## src/rtl/fetch_pipeline_pkg.sv

```systemverilog
// Shared definitions for the SimpleRisc IF stage.
// Contents: default reset PC, nop encoding, PC increment, FSM state encoding
// and the word-alignment helper used on redirect targets.
package fetch_pipeline_pkg;

  localparam logic [31:0] RESET_PC_DEFAULT  = 32'h0000_0000;
  localparam logic [31:0] NOP_INSTR_DEFAULT = 32'h6800_0000;
  localparam logic [31:0] PC_INC            = 32'd4;

  typedef enum logic [1:0] {
    ST_BOOT = 2'd0,
    ST_RUN  = 2'd1,
    ST_HOLD = 2'd2
  } fetch_state_e;

  // Clear the byte-offset bits so a redirect always lands on a word boundary.
  function automatic logic [31:0] align_word(input logic [31:0] addr);
    return addr & ~32'd3;
  endfunction

endpackage

```

## src/rtl/fetch_pipeline_if.sv

```systemverilog
// Bundle of signals between the IF stage and its neighbours.
// master: the fetch stage (drives imem_addr and the IF/OF latch outputs).
// slave : the environment (EX redirect, hazard stall, instruction memory, OF stage).
//   isBranchTaken/branch : EX redirect request and target
//   stall                : hazard unit hold request
//   imem_addr/imem_rdata : synchronous instruction memory, 1-cycle read latency
//   pc_out/instruction_out/valid_out : IF/OF latch
// Optional FETCH_STATS_EN adds fetch_count and flush_count.
interface fetch_pipeline_if;
  logic        isBranchTaken;
  logic [31:0] branch;
  logic        stall;
  logic [31:0] imem_addr;
  logic [31:0] imem_rdata;
  logic [31:0] pc_out;
  logic [31:0] instruction_out;
  logic        valid_out;
`ifdef FETCH_STATS_EN
  logic [31:0] fetch_count;
  logic [31:0] flush_count;
`endif

  modport master (
    input  isBranchTaken, branch, stall, imem_rdata,
`ifdef FETCH_STATS_EN
    output fetch_count, flush_count,
`endif
    output imem_addr, pc_out, instruction_out, valid_out
  );

  modport slave (
    output isBranchTaken, branch, stall, imem_rdata,
`ifdef FETCH_STATS_EN
    input  fetch_count, flush_count,
`endif
    input  imem_addr, pc_out, instruction_out, valid_out
  );
endinterface

```

## src/rtl/fetch_pipeline_skid_buffer.sv

```systemverilog
// One-entry skid buffer holding an instruction word that returned while the
// IF/OF latch was stalled.
// Ports: clk, rst (async active-low), capture/consume/flush controls,
// data_in (word to capture), data_out/valid_out (held entry).
// Flush has priority over capture, capture over consume.
module fetch_pipeline_skid_buffer (
  input  logic        clk,
  input  logic        rst,
  input  logic        capture,
  input  logic        consume,
  input  logic        flush,
  input  logic [31:0] data_in,
  output logic [31:0] data_out,
  output logic        valid_out
);

  logic [31:0] data_q, data_d;
  logic        valid_q, valid_d;

  // Next-state selection for the held entry.
  always_comb begin
    data_d  = data_q;
    valid_d = valid_q;
    if (flush) begin
      valid_d = 1'b0;
    end else if (capture) begin
      data_d  = data_in;
      valid_d = 1'b1;
    end else if (consume) begin
      valid_d = 1'b0;
    end else begin
      valid_d = valid_q;
    end
  end

  // Entry storage with asynchronous clear.
  always_ff @(posedge clk or negedge rst) begin
    if (!rst) begin
      data_q  <= 32'd0;
      valid_q <= 1'b0;
    end else begin
      data_q  <= data_d;
      valid_q <= valid_d;
    end
  end

  assign data_out  = data_q;
  assign valid_out = valid_q;

endmodule

```

## src/rtl/fetch_pipeline.sv

```systemverilog
// SimpleRisc IF stage: owns the PC, drives a 1-cycle-latency instruction
// memory, fills the IF/OF latch, honours OF stall and flushes on EX redirect.
// Ports: clk, rst (async active-low), bus (fetch_pipeline_if.master).
// Parameters: RESET_PC (first fetch address), NOP_INSTR (bubble encoding).
// Optional feature macro: FETCH_STATS_EN adds fetch_count/flush_count.
module fetch_pipeline
  import fetch_pipeline_pkg::*;
#(
  parameter logic [31:0] RESET_PC  = RESET_PC_DEFAULT,
  parameter logic [31:0] NOP_INSTR = NOP_INSTR_DEFAULT
) (
  input  logic               clk,
  input  logic               rst,
  fetch_pipeline_if.master   bus
);

  fetch_state_e state_q, state_d;
  logic [31:0]  req_pc_q, req_pc_d;
  logic [31:0]  rsp_pc_q, rsp_pc_d;
  logic         rsp_vld_q, rsp_vld_d;
  logic [31:0]  pc_out_q, pc_out_d;
  logic [31:0]  instr_q, instr_d;
  logic         valid_q, valid_d;

  logic         load_latch_s;
  logic         advance_s;
  logic         skid_capture_s;
  logic         skid_consume_s;
  logic         skid_flush_s;
  logic [31:0]  skid_data_s;
  logic         skid_vld_s;
  logic [31:0]  rsp_word_s;

  fetch_pipeline_skid_buffer u_skid (
    .clk       (clk),
    .rst       (rst),
    .capture   (skid_capture_s),
    .consume   (skid_consume_s),
    .flush     (skid_flush_s),
    .data_in   (bus.imem_rdata),
    .data_out  (skid_data_s),
    .valid_out (skid_vld_s)
  );

  // A word parked in the skid belongs to rsp_pc and wins over the live bus,
  // which by then carries the word for req_pc.
  assign rsp_word_s = skid_vld_s ? skid_data_s : bus.imem_rdata;

  // FSM next state, PC/response tracking and IF/OF latch update.
  always_comb begin
    state_d        = state_q;
    req_pc_d       = req_pc_q;
    rsp_pc_d       = rsp_pc_q;
    rsp_vld_d      = rsp_vld_q;
    pc_out_d       = pc_out_q;
    instr_d        = instr_q;
    valid_d        = valid_q;
    load_latch_s   = 1'b0;
    advance_s      = 1'b0;
    skid_capture_s = 1'b0;
    skid_consume_s = 1'b0;
    skid_flush_s   = 1'b0;

    if (bus.isBranchTaken) begin
      // Redirect beats stall: drop everything in flight and restart at target.
      req_pc_d     = align_word(bus.branch);
      rsp_vld_d    = 1'b0;
      skid_flush_s = 1'b1;
      valid_d      = 1'b0;
      instr_d      = NOP_INSTR;
      state_d      = ST_RUN;
    end else begin
      case (state_q)
        ST_BOOT: begin
          // Nothing valid is in flight, so the latch loads a bubble regardless.
          load_latch_s = 1'b1;
          if (bus.stall) begin
            state_d = ST_HOLD;
          end else begin
            advance_s = 1'b1;
            state_d   = ST_RUN;
          end
        end
        ST_RUN: begin
          if (bus.stall) begin
            state_d = ST_HOLD;
            // The word for rsp_pc arrives this cycle; park it or it is lost.
            skid_capture_s = rsp_vld_q && !skid_vld_s;
          end else begin
            load_latch_s = 1'b1;
            advance_s    = 1'b1;
          end
        end
        ST_HOLD: begin
          if (bus.stall) begin
            state_d = ST_HOLD;
          end else begin
            load_latch_s = 1'b1;
            advance_s    = 1'b1;
            state_d      = ST_RUN;
          end
        end
        default: begin
          state_d = ST_BOOT;
        end
      endcase
    end

    if (load_latch_s) begin
      pc_out_d       = rsp_pc_q;
      instr_d        = rsp_vld_q ? rsp_word_s : NOP_INSTR;
      valid_d        = rsp_vld_q;
      skid_consume_s = skid_vld_s;
    end else begin
      skid_consume_s = 1'b0;
    end

    if (advance_s) begin
      rsp_pc_d  = req_pc_q;
      rsp_vld_d = 1'b1;
      req_pc_d  = req_pc_q + PC_INC;   // wraps silently past 32'hFFFF_FFFC
    end else begin
      rsp_pc_d  = rsp_pc_d;
    end
  end

  // State, PC and IF/OF latch registers.
  always_ff @(posedge clk or negedge rst) begin
    if (!rst) begin
      state_q   <= ST_BOOT;
      req_pc_q  <= RESET_PC;
      rsp_pc_q  <= 32'd0;
      rsp_vld_q <= 1'b0;
      pc_out_q  <= 32'd0;
      instr_q   <= NOP_INSTR;
      valid_q   <= 1'b0;
    end else begin
      state_q   <= state_d;
      req_pc_q  <= req_pc_d;
      rsp_pc_q  <= rsp_pc_d;
      rsp_vld_q <= rsp_vld_d;
      pc_out_q  <= pc_out_d;
      instr_q   <= instr_d;
      valid_q   <= valid_d;
    end
  end

  assign bus.imem_addr       = req_pc_q;
  assign bus.pc_out          = pc_out_q;
  assign bus.instruction_out = instr_q;
  assign bus.valid_out       = valid_q;

`ifdef FETCH_STATS_EN
  logic [31:0] fetch_count_q, fetch_count_d;
  logic [31:0] flush_count_q, flush_count_d;

  // Count valid latch loads and redirect cycles; both wrap.
  always_comb begin
    fetch_count_d = fetch_count_q;
    flush_count_d = flush_count_q;
    if (load_latch_s && rsp_vld_q && !bus.isBranchTaken) begin
      fetch_count_d = fetch_count_q + 32'd1;
    end else begin
      fetch_count_d = fetch_count_q;
    end
    if (bus.isBranchTaken) begin
      flush_count_d = flush_count_q + 32'd1;
    end else begin
      flush_count_d = flush_count_q;
    end
  end

  // Statistics registers.
  always_ff @(posedge clk or negedge rst) begin
    if (!rst) begin
      fetch_count_q <= 32'd0;
      flush_count_q <= 32'd0;
    end else begin
      fetch_count_q <= fetch_count_d;
      flush_count_q <= flush_count_d;
    end
  end

  assign bus.fetch_count = fetch_count_q;
  assign bus.flush_count = flush_count_q;
`endif

endmodule

```

## src/flat_wrapper.sv

```systemverilog
// flat-port wrapper written by rule: the top's interface ports become plain ports
module fetch_pipeline_flat import fetch_pipeline_pkg::*;
#(
  parameter logic [31:0] RESET_PC  = RESET_PC_DEFAULT,
  parameter logic [31:0] NOP_INSTR = NOP_INSTR_DEFAULT
)
  (clk, rst, bus_isBranchTaken, bus_branch, bus_stall, bus_imem_rdata, bus_imem_addr, bus_pc_out, bus_instruction_out, bus_valid_out);
  fetch_pipeline_if bus_i ();
  input  logic clk;
  input  logic rst;
  input wire logic [$bits(bus_i.isBranchTaken)-1:0] bus_isBranchTaken;
  input wire logic [$bits(bus_i.branch)-1:0] bus_branch;
  input wire logic [$bits(bus_i.stall)-1:0] bus_stall;
  input wire logic [$bits(bus_i.imem_rdata)-1:0] bus_imem_rdata;
  output wire logic [$bits(bus_i.imem_addr)-1:0] bus_imem_addr;
  output wire logic [$bits(bus_i.pc_out)-1:0] bus_pc_out;
  output wire logic [$bits(bus_i.instruction_out)-1:0] bus_instruction_out;
  output wire logic [$bits(bus_i.valid_out)-1:0] bus_valid_out;
  assign bus_i.isBranchTaken = bus_isBranchTaken;
  assign bus_i.branch = bus_branch;
  assign bus_i.stall = bus_stall;
  assign bus_i.imem_rdata = bus_imem_rdata;
  assign bus_imem_addr = bus_i.imem_addr;
  assign bus_pc_out = bus_i.pc_out;
  assign bus_instruction_out = bus_i.instruction_out;
  assign bus_valid_out = bus_i.valid_out;
  fetch_pipeline #(.RESET_PC(RESET_PC), .NOP_INSTR(NOP_INSTR)) u_core (.clk(clk), .rst(rst), .bus(bus_i));
endmodule
```

## config.mk

```make
export PLATFORM = sky130hd
export DESIGN_NAME = fetch_pipeline_flat
export DESIGN_NICKNAME = d
export VERILOG_FILES = /design/src/rtl/fetch_pipeline_pkg.sv /design/src/rtl/fetch_pipeline_if.sv /design/src/rtl/fetch_pipeline_skid_buffer.sv /design/src/rtl/fetch_pipeline.sv /design/src/flat_wrapper.sv
export SDC_FILE = /design/constraint.sdc
export NUM_CORES = 1
export LEC_CHECK = 0
export ABC_AREA = 1
export BUFFER_PORTS_ARGS = -buffer_cell sky130_fd_sc_hd__buf_2
export CAP_MARGIN = 20
export CORE_ASPECT_RATIO = 1.75
export CORE_UTILIZATION = 50
export CTS_CLUSTER_SIZE = 14
export DETAILED_ROUTE_END_ITERATION = 10
export PLACE_DENSITY = 0.76
export RECOVER_POWER = 25
export SLEW_MARGIN = 20
export SYNTH_ARGS = -nofsm -noshare
export SYNTH_HDL_FRONTEND = slang
export SYNTH_HIERARCHICAL = 1
export SYNTH_SLANG_ARGS = --single-unit
```

## constraint.sdc

```tcl
create_clock -name clk -period 2.15 [get_ports clk]
set_clock_uncertainty 0.1 [all_clocks]
set_input_delay 0.43 -clock clk [delete_from_list [all_inputs] [get_ports clk]]
set_output_delay 0.43 -clock clk [all_outputs]
set_load 0.005 [all_outputs]
```

==> impl.org <==
** Floorplan
- The core region is around 0.015 sq mm.
- During I/O placement, the number of pins put on the boundary was 165.
- The initialized floorplan defines a little under 60 standard-cell rows.
- The die covers 0.0155 sq mm.
- The die is 94.6 um wide.
- Effective utilization at floorplan :: 51.7%
- Die height :: approximately 160 um

** Final layout
- Fraction of layout cells with a size suffix above 1 :: 24.4%
- The area growth from synthesis to layout is 20.2%.
- N_diodes :: 0
- The finished cells cover between 0.009 and 0.01 sq mm.
- In the final design database the tool counted 1100 nets.
- After the flow finishes, the layout carries non-filler instances totaling 1219.

** Clock tree
- Root buffer selected by CTS :: clkbuf_16
- CTS tree :: done
- Skew-Pair Late Insertion Delay :: 0.42 ns
- Number of levels the H-tree was split into :: 4
- In this run the deepest clock path goes through 2 buffers.
- The tree built by TritonCTS fans out to 159 sinks.
- Total CTS buffers :: 17
- After clock tree synthesis, the setup repair step added 0 buffers.
- The number of hold buffers added after CTS was 1.
- After clock tree synthesis, the repair step resized 0 gates.
- Clock-pin slew was measured on the worst setup and hold paths at 0.07 ns.

** Pwr
- Fraction of power consumed by the clock network :: 33.3%
- The analysis attributes to cell leakage a power of approximately 4.5 nW.
- Total power density per cell area :: 953 mW/mm^2
- The worst-case IR drop observed on VDD is 0.543 mV.
- Combinational logic is responsible for 19.7% of the overall power.
- Net Sw Frac :: 31.0%
- Cell Int Power :: 0.00593 W
- Proportion of power drawn by flip-flops and latches :: 47.0%
- In this run the power spent charging and discharging nets is roughly 0.0027 W.

** Critical path
- The worst setup path is captured at a flop.
- In this run the critical register-to-register path is launched from u_core/state_q[0].
- The critical path contains buffers and inverters numbering 3 combined.
- Worst-path fanout max :: 36
- In this design, the stage delay of the slowest critical-path cell is around 0.43 ns.
- Type of the worst setup path :: reg -> reg
- Setup crit start kind :: flop
- Crit path max-delay cell type :: dfrtp_1
- Worst setup path start :: u_core/state_q[0]
- The setup check on the worst reg-to-reg path leaves a slack of 0.22 ns.
- List of cells traversed by the critical path :: ha_1, nor2_4, nand2_1, nand2_1, inv_2, nor2_4, inv_2, buf_12, o21ai_0
- At the worst endpoint, the required time is 2.38 ns.
- At the worst endpoint, the arrival time is 2.17 ns.
- CP top delay family :: simple AND/OR/NAND/NOR gates

** Logic synthesis
- Cell count after synthesis :: 873
- Share of synthesized flip-flops with an asynchronous set or reset :: 100%
- EDFF count, synth :: 0
- The most used flip-flop cell after synthesis is dfrtp_1.
- Register area share after synthesis :: 53.1%
- Flip-flop and latch count after synthesis :: 159
- Synth cell types :: 37
- After synthesis the cells add up to 0.00750 sq mm.
- Synthesized area divided by synthesized cell count :: 8.59 sq um
- The Yosys step of the flow raised 6 warnings.

** Drt
- Sum of routed wire length over all layers :: 19500 um
- Once detail routing completed, the nets flagged for antenna violations numbered 0.
- Post-detailed-route wirelength per cell :: roughly 16 um
- Total number of vias :: 6559
- In the routed layout, each cell is associated on average with a via count of around 5.4.
- Number of iterations in the first detailed-routing pass :: 7
- The detailed router finished its first iteration with 312 violations.
- Number of remaining DRC errors :: 0

** Global routing
- Via count of the first global-routing pass :: 6371
- First-pass GRT wire length :: between 30000 and 40000 um
- Sum of overflow across all layers after global routing :: 0
- Initial antenna violation count :: 0
- Entering global routing, the biggest net connects 61 pins.
- Global routing used 26.2% of the available tracks.

** Run status
- Outcome :: completed

** STA
- Static timing analysis puts the maximum clock frequency at 0.517 GHz.
- Final setup violation count :: 0
- Setup repair after global routing left no endpoint under its margin.
- Final Hold Vio Count :: 0
- Min Tclk post-route :: 1.93 ns
- Total Negative Setup Slacks :: 0 ns
- Worst slew slack as a fraction of its limit :: 30.6%
- Slew at the pin with the worst max-slew slack :: ~1.0 ns
- Of the available clock period, the critical path in the final layout requires 89.9%.
- Final count of pins violating max slew :: 0

** Run
- Count of max-cap constraint violations :: 0

** Placement
- The placed instances occupy a cell area of 0.00848 sq mm.
- DP HPWL :: 13600 um
- Port Buffer Count :: around 160
- After detailed placement, the design holds a cell count of around 1200.
- At the end of routability-driven placement, the weighted congestion stood at 0.897.

** Min path
- The startpoint identified for the worst hold timing path is bus_branch[3].
- The worst hold path belongs to the class in -> reg.
-- cells in the mapped netlist (all sizes together), types with 2 or more instances --
master	count	area [sq um]
buf	38	279
nand3	91	455
a22oi	7	52.6
o211ai	5	37.5
nor2	115	477
clkbuf	11	42.5
ha	5	62.6
nand2	221	896
inv	56	210
o21ai	93	477
dfrtp	156	3900
and2	2	12.5
dfstp	3	78.8
nand4	3	18.8
a21oi	29	145
mux2i	29	290
-- tightest hold or removal path, cell delays in order --
cell,delay [ns]
buf_2,0.08
nand2_1,0.04
o211ai_1,0.08
-- cells by family after synthesis --
| family | share of synthesized area, % |
|---|---|
| AO/OA/AOI/OAI | 10.0 |
| adder cells (fa/ha/maj) | 0.834 |
| buffers and inverters | 7.09 |
| flip-flops | 53.1 |
| multiplexers | 3.87 |
| other | 0.0500 |
| AND/OR/NAND/NOR | 25.1 |
-- layout make-up --
| type | instances | area (sq um) |
|---|---|---|
| sequential | 159 | 3980 |
| clock inverter | 12 | 103 |
| inverter | 56 | 210 |
| clock buffer | 19 | 453 |
| fill | 1283 | 5500 |
| multi-input combinational | 612 | 3010 |
| timing repair buffer | 181 | 1030 |
| tap | 180 | 225 |
-- placed cells by master (no fill, tap or decap), drive strengths merged, types with 2 or more instances in the layout --
| cell | count |
|---|---|
| mux2i | 29 |
| dfstp | 3 |
| inv | 61 |
| nand2 | 221 |
| ha | 5 |
| clkinvlp | 4 |
| a21oi | 29 |
| a22oi | 7 |
| o211ai | 5 |
| and2 | 2 |
| o21ai | 93 |
| conb | 4 |
| nor2 | 115 |
| clkinv | 3 |
| buf | 178 |
| nand3 | 91 |
| clkbuf | 21 |
| nand4 | 3 |
| dfrtp | 156 |
-- power by group through the flow --
stage / clock, W / sequential, W / combinational [W]
finish: 0.00286 / 0.00403 / 0.00169
floorplan: 0 / 0.00406 / 0.000945
CTS: 0.00291 / 0.00404 / 0.00171
global route: 0.00305 / 0.00413 / 0.00194
detailed placement: 0 / 0.00409 / 0.00170
global placement: 0 / 0.00406 / 0.00164
-- state kept, by name, indices dropped and copies added (netlist names) --
name / cells
u_core/u_skid/data_out: 32
u_core/u_skid/valid_out: 1
u_core/rsp_pc_q: 30
u_core/bus.valid_out: 1
u_core/bus.imem_addr: 30
u_core/bus.instruction_out: 32
u_core/bus.pc_out: 30
u_core/rsp_vld_q: 1
u_core/state_q: 2
-- routing by layer --
layer	GRT usage (%)	routed length (um)	up-vias
met5	0	0	-
met4	15.7	985	0
met3	4.35	967	63
met2	45.2	10200	264
met1	30.0	7330	3068
li1	-	-	3164
-- path summary, 6_finish.rpt --
path                                         endpoint  depth (start not counted)
hold / removal                u_core/bus.imem_addr[3]                          3
hold reg to reg                  u_core/bus.pc_out[4]                          2
setup reg to reg                u_core/bus.pc_out[24]                          9
setup / recovery                u_core/bus.pc_out[24]                          9
max in group asynchronous         u_core/rsp_pc_q[18]                          3
min in group asynchronous  u_core/u_skid/data_out[20]                          2
-- metrics by stage --
step	utilization (%)	hold WS [ns]	power, W	setup WS (ns)
finish	62.1	0.147	0.00859	0.216
global placement	58.4	0.204	0.00571	0.275
detailed placement	58.4	0.204	0.00579	0.189
global route	62.1	0.136	0.00911	0.0438
floorplan	-	0.0344	0.00501	0.348
CTS	62.3	0.139	0.00866	0.185
Note: power is estimated with default switching activity, not from simulation.
